File: src/rtl/ifetch.sv
// rtl/ifetch.sv - instruction fetch engine: PC sequencing, memory handshake and issue to decode
// Optional feature macro: IFETCH_HALT_EN (opcode 4'hF stops fetching until reset).
module ifetch (
  input  logic        CLK,
  input  logic        RST,
  output logic [7:0]  IMEM_ADDR,
  output logic        IMEM_REQ,
  input  logic        IMEM_ACK,
  input  logic [15:0] IMEM_DATA,
  output logic [15:0] INSTR,
  output logic [3:0]  OP,
  output logic        IVALID,
  input  logic        ISTALL,
  input  logic        JUMP,
  input  logic        BRANCH,
  input  logic [7:0]  TARGET,
  input  logic [7:0]  OFFSET,
  output logic [7:0]  PC,
  output logic        HALTED
);

  typedef enum logic [1:0] {
    IDLE  = 2'd0,
    FETCH = 2'd1,
    ISSUE = 2'd2
`ifdef IFETCH_HALT_EN
    , HALT = 2'd3
`endif
  } state_t;

  state_t      state, state_nxt;
  logic [7:0]  pc_q, pc_nxt, pc_seq;
  logic [15:0] instr_q, instr_nxt;
  logic        consume;

  assign consume = (state == ISSUE) && !ISTALL;
  assign pc_seq  = pc_q + 8'd1;

  always_ff @(posedge CLK) begin
    if (RST) begin
      state   <= IDLE;
      pc_q    <= 8'h00;
      instr_q <= 16'h0000;
    end else begin
      state   <= state_nxt;
      pc_q    <= pc_nxt;
      instr_q <= instr_nxt;
    end
  end

  always_comb begin
    state_nxt = state;
    pc_nxt    = pc_q;
    instr_nxt = instr_q;
    case (state)
      IDLE: state_nxt = FETCH;
      FETCH: begin
        if (IMEM_ACK) begin
          instr_nxt = IMEM_DATA;
          state_nxt = ISSUE;
        end
      end
      ISSUE: begin
        if (consume) begin
          state_nxt = FETCH;
          // Branch offset is 8-bit two's complement, so plain 8-bit add wraps correctly.
          if (JUMP)        pc_nxt = TARGET;
          else if (BRANCH) pc_nxt = pc_seq + OFFSET;
          else             pc_nxt = pc_seq;
`ifdef IFETCH_HALT_EN
          if (instr_q[15:12] == 4'hF) begin
            state_nxt = HALT;
            pc_nxt    = pc_q;
          end
`endif
        end
      end
`ifdef IFETCH_HALT_EN
      HALT: state_nxt = HALT;
`endif
      default: state_nxt = IDLE;
    endcase
  end

  assign IMEM_ADDR = pc_q;
  assign IMEM_REQ  = (state == FETCH);
  assign IVALID    = (state == ISSUE);
  assign INSTR     = instr_q;
  assign OP        = instr_q[15:12];
  assign PC        = pc_q;
`ifdef IFETCH_HALT_EN
  assign HALTED    = (state == HALT);
`else
  assign HALTED    = 1'b0;
`endif

endmodule
File: config.mk
export PLATFORM = sky130hd
export DESIGN_NAME = ifetch
export DESIGN_NICKNAME = d
export VERILOG_FILES = /design/src/rtl/ifetch.sv
export SDC_FILE = /design/constraint.sdc
export NUM_CORES = 1
export LEC_CHECK = 0
export BUFFER_PORTS_ARGS = -buffer_cell sky130_fd_sc_hd__buf_2
export CAP_MARGIN = 0
export CORE_MARGIN = 2
export CORE_UTILIZATION = 42
export CTS_CLUSTER_DIAMETER = 80
export CTS_CLUSTER_SIZE = 14
export DETAILED_ROUTE_END_ITERATION = 16
export GPL_TIMING_DRIVEN = 0
export PLACE_DENSITY_LB_ADDON = 0.15
export SYNTH_ARGS = -nofsm -noshare
export SYNTH_HDL_FRONTEND = slang
export SYNTH_SLANG_ARGS = --single-unit
export TNS_END_PERCENT = 20
File: constraint.sdc
create_clock -name CLK -period 2.4 [get_ports CLK]
set_input_delay 0.48 -clock CLK [delete_from_list [all_inputs] [get_ports CLK]]
set_output_delay 0.48 -clock CLK [all_outputs]
set_load 0.05 [all_outputs]
Yosys cells after proc, flatten, opt, wreduce, memory -nomap -nowiden
Cells that the tools add are included.
- bits in writable memories: 0
- ROM bits: 0
- flip-flop bits (word level): 26
- memories kept: 0
- input bits: 38
- logic and storage cells: 20
- bits in latches: 0
- equality and inequality tests: 4
- shift-type cells: 0
- multipliers: 0
- bitwise gates (word level): 0
- multiplexer cells: 5
- magnitude comparators: 0
- div/mod/pow operators: 0
- add/sub/neg operators: 2
- reductions and logical operators: 6
- operators with widths (cell ; count):
    2-to-1 mux 8 bit ; 2
    adder 8 x 1 -> 8 bit (second input constant) ; 1
    adder 8 bit ; 1
    case mux 2 bit (3 select lines) ; 1
    AND reduction 2 bit ; 3
    2-to-1 mux 2 bit ; 2
    != test 2 x 1 -> 1 bit (second input constant) ; 2
    == test 2 x 1 -> 1 bit (second input constant) ; 1
    == test 2 bit (second input constant) ; 1
    zero test 2 bit ; 1
    logical AND 1 bit ; 1
    zero test 1 bit ; 1

Depth between registers and ports, before layout
- word-level depth: 4
- depth in mapped cells: 10

Worst setup path before layout
Ideal clock, no wire load.
- path type: register -> register
- start: register pc_q[0] (netlist: IMEM_ADDR[0])
- end: register pc_q[7] (netlist: IMEM_ADDR[7])
- library setup time: 122 ps
- arrival time: 2697 ps
- required time: 2278 ps
- period minus slack after synthesis: 2819 ps
- setup slack: -419 ps
- cell stages (with the launch flop): 11
- cell sequence: dfxtp_1 -> ha_1 -> nand3_1 -> xnor2_1 -> ha_1 -> a21oi_2 -> a32o_1 -> a31oi_4 -> mux2i_4 -> nor4b_2 -> nor4_2
- word-level cells in the longest chain between the ends: 4
- ends and longest elaborated chain (what ; line ; RTL):
    start, declared ; 32 ; logic [7:0] pc_q, pc_nxt, pc_seq;
    start signal, assigned ; 46 ; pc_q <= pc_nxt;
    adder 8 x 1 -> 8 bit (*) ; 37 ; assign pc_seq = pc_q + 8'd1;
    adder 8 bit ; 68 ; else if (BRANCH) pc_nxt = pc_seq + OFFSET;
    2-to-1 mux 8 bit (*) ; 68 ;
    2-to-1 mux 8 bit (*) ; 67 ; if (JUMP) pc_nxt = TARGET;
Every way passes the cells marked *; elsewhere a longest branch is shown, timed or not.
A chain may end at the register's enable or synchronous reset.

Final worst setup path
Same ends and word-level chain as after synthesis.

==> results.json <==
{
  "status": "finished, violations left",
  "violations": "negative setup slack",
  "synth_area_sq_um": 1690,
  "rsz0062_at_grt": "true",
  "dp_hpwl_microns": 3120,
  "yosysMostFrequentCell": "nand2_1",
  "grt.total_usage_pct": 18.2,
  "detail-route-antenna-nets": 0,
  "grt_pass1_wl_microns": 6440,
  "syn_avg_cell_area_sq_um": 7.81,
  "ys_types": 44,
  "start_kind": "flip-flop",
  "dr.first_iter.drc_count": 106,
  "grt_pass1_vias": 1470,
  "clk_pin_slew_ns": 0.09,
  "top_level_ports": 77,
  "synth_area_leader_cell": "dfxtp_1",
  "gr-total-overflow": 0,
  "syn_to_final_growth_pct": 42.2,
  "setup_violations": 1,
  "nNetsFinal": 352,
  "maxCapViolations": 0,
  "drive_gt1_share_pct": 43.6,
  "fin_util_pct": 61.1,
  "fill_cells": 383,
  "hold_class": "in2reg",
  "hold_slack_ns": 0.388,
  "core_sq_um": 3940,
  "timing.final.crit_share_pct": 100,
  "cp-end-kind": "flip-flop",
  "die-area_sq_um": 4560,
  "antennaDiodeCount": 0,
  "finalClockSkew_ns": 0.00323,
  "root_buffer": "clkbuf_8",
  "critical_path_arrival_ns": 2.60,
  "cts_buffer_depth": 2,
  "vias_per_cell": 4.88,
  "syn-num-nets": 265,
  "io_buffers": 73,
  "num_rows": 23,
  "worst_ir_drop_vdd_mv": 0.349,
  "cellLeakagePower_nw": 1.14,
  "slew_viol_final": 0,
  "die_x_microns": 67.5,
  "synth_common_cells": "nand2_1 (43), a21oi_1 (28), dfxtp_1 (26), nor2_1 (18), buf_4 (14)",
  "crit_fanout": 3,
  "antenna_found_initial": 0,
  "yosysWarnings": 0,
  "worst_ep_required_time_ns": 2.59,
  "initial_core_util_pct": 43.0,
  "vias": 1721,
  "post-route-min-period_ns": 2.41,
  "powerDensity_nw_per_um2": 464,
  "synth-seq-cells": 26,
  "place_ws_ns": -0.0975,
  "ys_seq_area_share_pct": 30.7,
  "grt_max_degree": 16,
  "async_reset_ff_share_pct": 0,
  "cts_tree": "built",
  "clk_latency_ns": 0.27,
  "yosys_most_used_dff": "dfxtp_1",
  "numCtsBuffers": 3,
  "hold_viol_final": 0,
  "drc": 0,
  "fin_ws_ns": -0.0115,
  "gp_congestion": 0.810,
  "fmax_ghz": 0.415,
  "post_drt_wl_per_cell_microns": 11.6,
  "drt-pass1-iter-count": 4,
  "routed_wl_microns": 4090,
  "die_y_microns": 67.5,
  "synth.area.top_cells": "dfxtp_1 (31%), nand2_1 (9.5%), a21oi_1 (8.3%)",
  "critical_path_class": "reg2reg",
  "cts_num_sinks": 26,
  "h-tree-depth": 1,
  "synth_cells": 217,
  "synth_top_area_share_pct": 30.7,
  "total_power_mw": 1.12,
  "reg2reg_slack_ns": -0.01,
  "synth_edf_count": 0
}
-- worst max-delay path: stages, from the launching register on --
cell and delay (ns):
dfxtp_4 0.38, ha_4 0.15, nand3_2 0.10, xnor2_2 0.18, ha_4 0.31, a21oi_4 0.07, a32o_2 0.29, a31oi_4 0.17
mux2i_4 0.30, mux2i_1 0.12, nor4_2 0.26
-- cells by family (layout without fill, tap and decap cells) --
logic type | after synthesis | count (layout) | share of synthesized area [%]
mux | 4 | 4 | 3.10
xor+xnor | 7 | 7 | 3.62
buf+inv | 30 | 116 | 10.9
flops | 26 | 26 | 30.7
other cells | 1 | 1 | 0.221
simple gates | 89 | 89 | 24.5
fa+ha+maj | 10 | 10 | 7.83
compound gates | 50 | 50 | 19.1
-- layout make-up --
cell class	count	area, sq um	share of cell area [%]
multi-input cells	161	1120	46.4
flip-flops and latches	26	541	22.4
repair buffers	82	433	18.0
plain buffers	24	163	6.75
well taps	50	62.6	2.60
clock buffers	3	41.3	1.71
clock inverters	1	30.0	1.25
inverters	6	22.5	0.935
-- flip-flops by register name, summed over array words and instances, names as in the netlist --
name,flops
INSTR,16
IMEM_ADDR,8
state,2
-- what timing repair did --
action                                  CTS  global route
hold endpoints to repair                  0             0
gates resized for setup                   3            12
setup buffers                             8             1
pin swaps                                 2            10
hold buffers                              0             0
endpoints found under the setup margin    1             2
-- cell usage in the layout (no fill, tap or decap), types with 2 or more instances in the layout --
cell      Yosys  final
buf_2         1     74
nand2_1      43     43
a21oi_1      28     27
buf_4        14     23
dfxtp_1      26     20
nor2_1       18     17
clkbuf_1      6      6
dfxtp_4       0      5
inv_1         6      5
xnor2_1       5      4
nand2b_1      4      4
nor3_1        4      4
nor4_1        4      4
ha_1          9      4
ha_4          0      4
nand3_1       4      3
mux2i_1       3      3
o21ai_1       3      3
clkbuf_8      0      3
nor2b_1       2      2
and3_4        0      2
buf_6         2      2
a211oi_1      2      2
nand3b_1      2      2
or2b_1        2      2
a211o_1       2      2
a21o_1        2      2
o21ai_0       3      2
-- path summary, 6_finish.rpt --
kind,startpoint,end,depth (start not counted)
worst min register to register,INSTR[5],INSTR[5],2
worst max-delay path,IMEM_ADDR[0],IMEM_ADDR[7],10
worst min-delay path,RST,IMEM_ADDR[3],2
worst max register to register,IMEM_ADDR[0],IMEM_ADDR[7],10
-- routing by layer --
metal | GRT usage, % | vias to the layer above | part of all wire, %
li1 | - | 902 | -
met1 | 24.6 | 764 | 46
met2 | 29.9 | 53 | 48
met3 | 4.17 | 2 | 5.7
met4 | 3.06 | 0 | 0.29
met5 | 0 | - | 0
-- where the power goes --
| group | total (mW) | internal (mW) | switching (mW) |
|---|---|---|---|
| clock | 0.361 | 0.223 | 0.138 |
| combinational | 0.302 | 0.111 | 0.191 |
| sequential | 0.456 | 0.444 | 0.0114 |
| total | 1.12 | 0.778 | 0.340 |
-- metrics by stage --
stage | area [sq um] | TNS, ns | cells
6_report | 2410 | -0.0115 | 353
4_1_cts | 2350 | -0.0442 | 352
3_5_place_dp | 2190 | -0.123 | 340
5_1_grt | 2410 | -0.101 | 353
3_3_place_gp | 2190 | -0.0580 | 340
2_1_floorplan | 1760 | -0.0150 | 217
No activity file was read; power rests on OpenSTA's default activity.
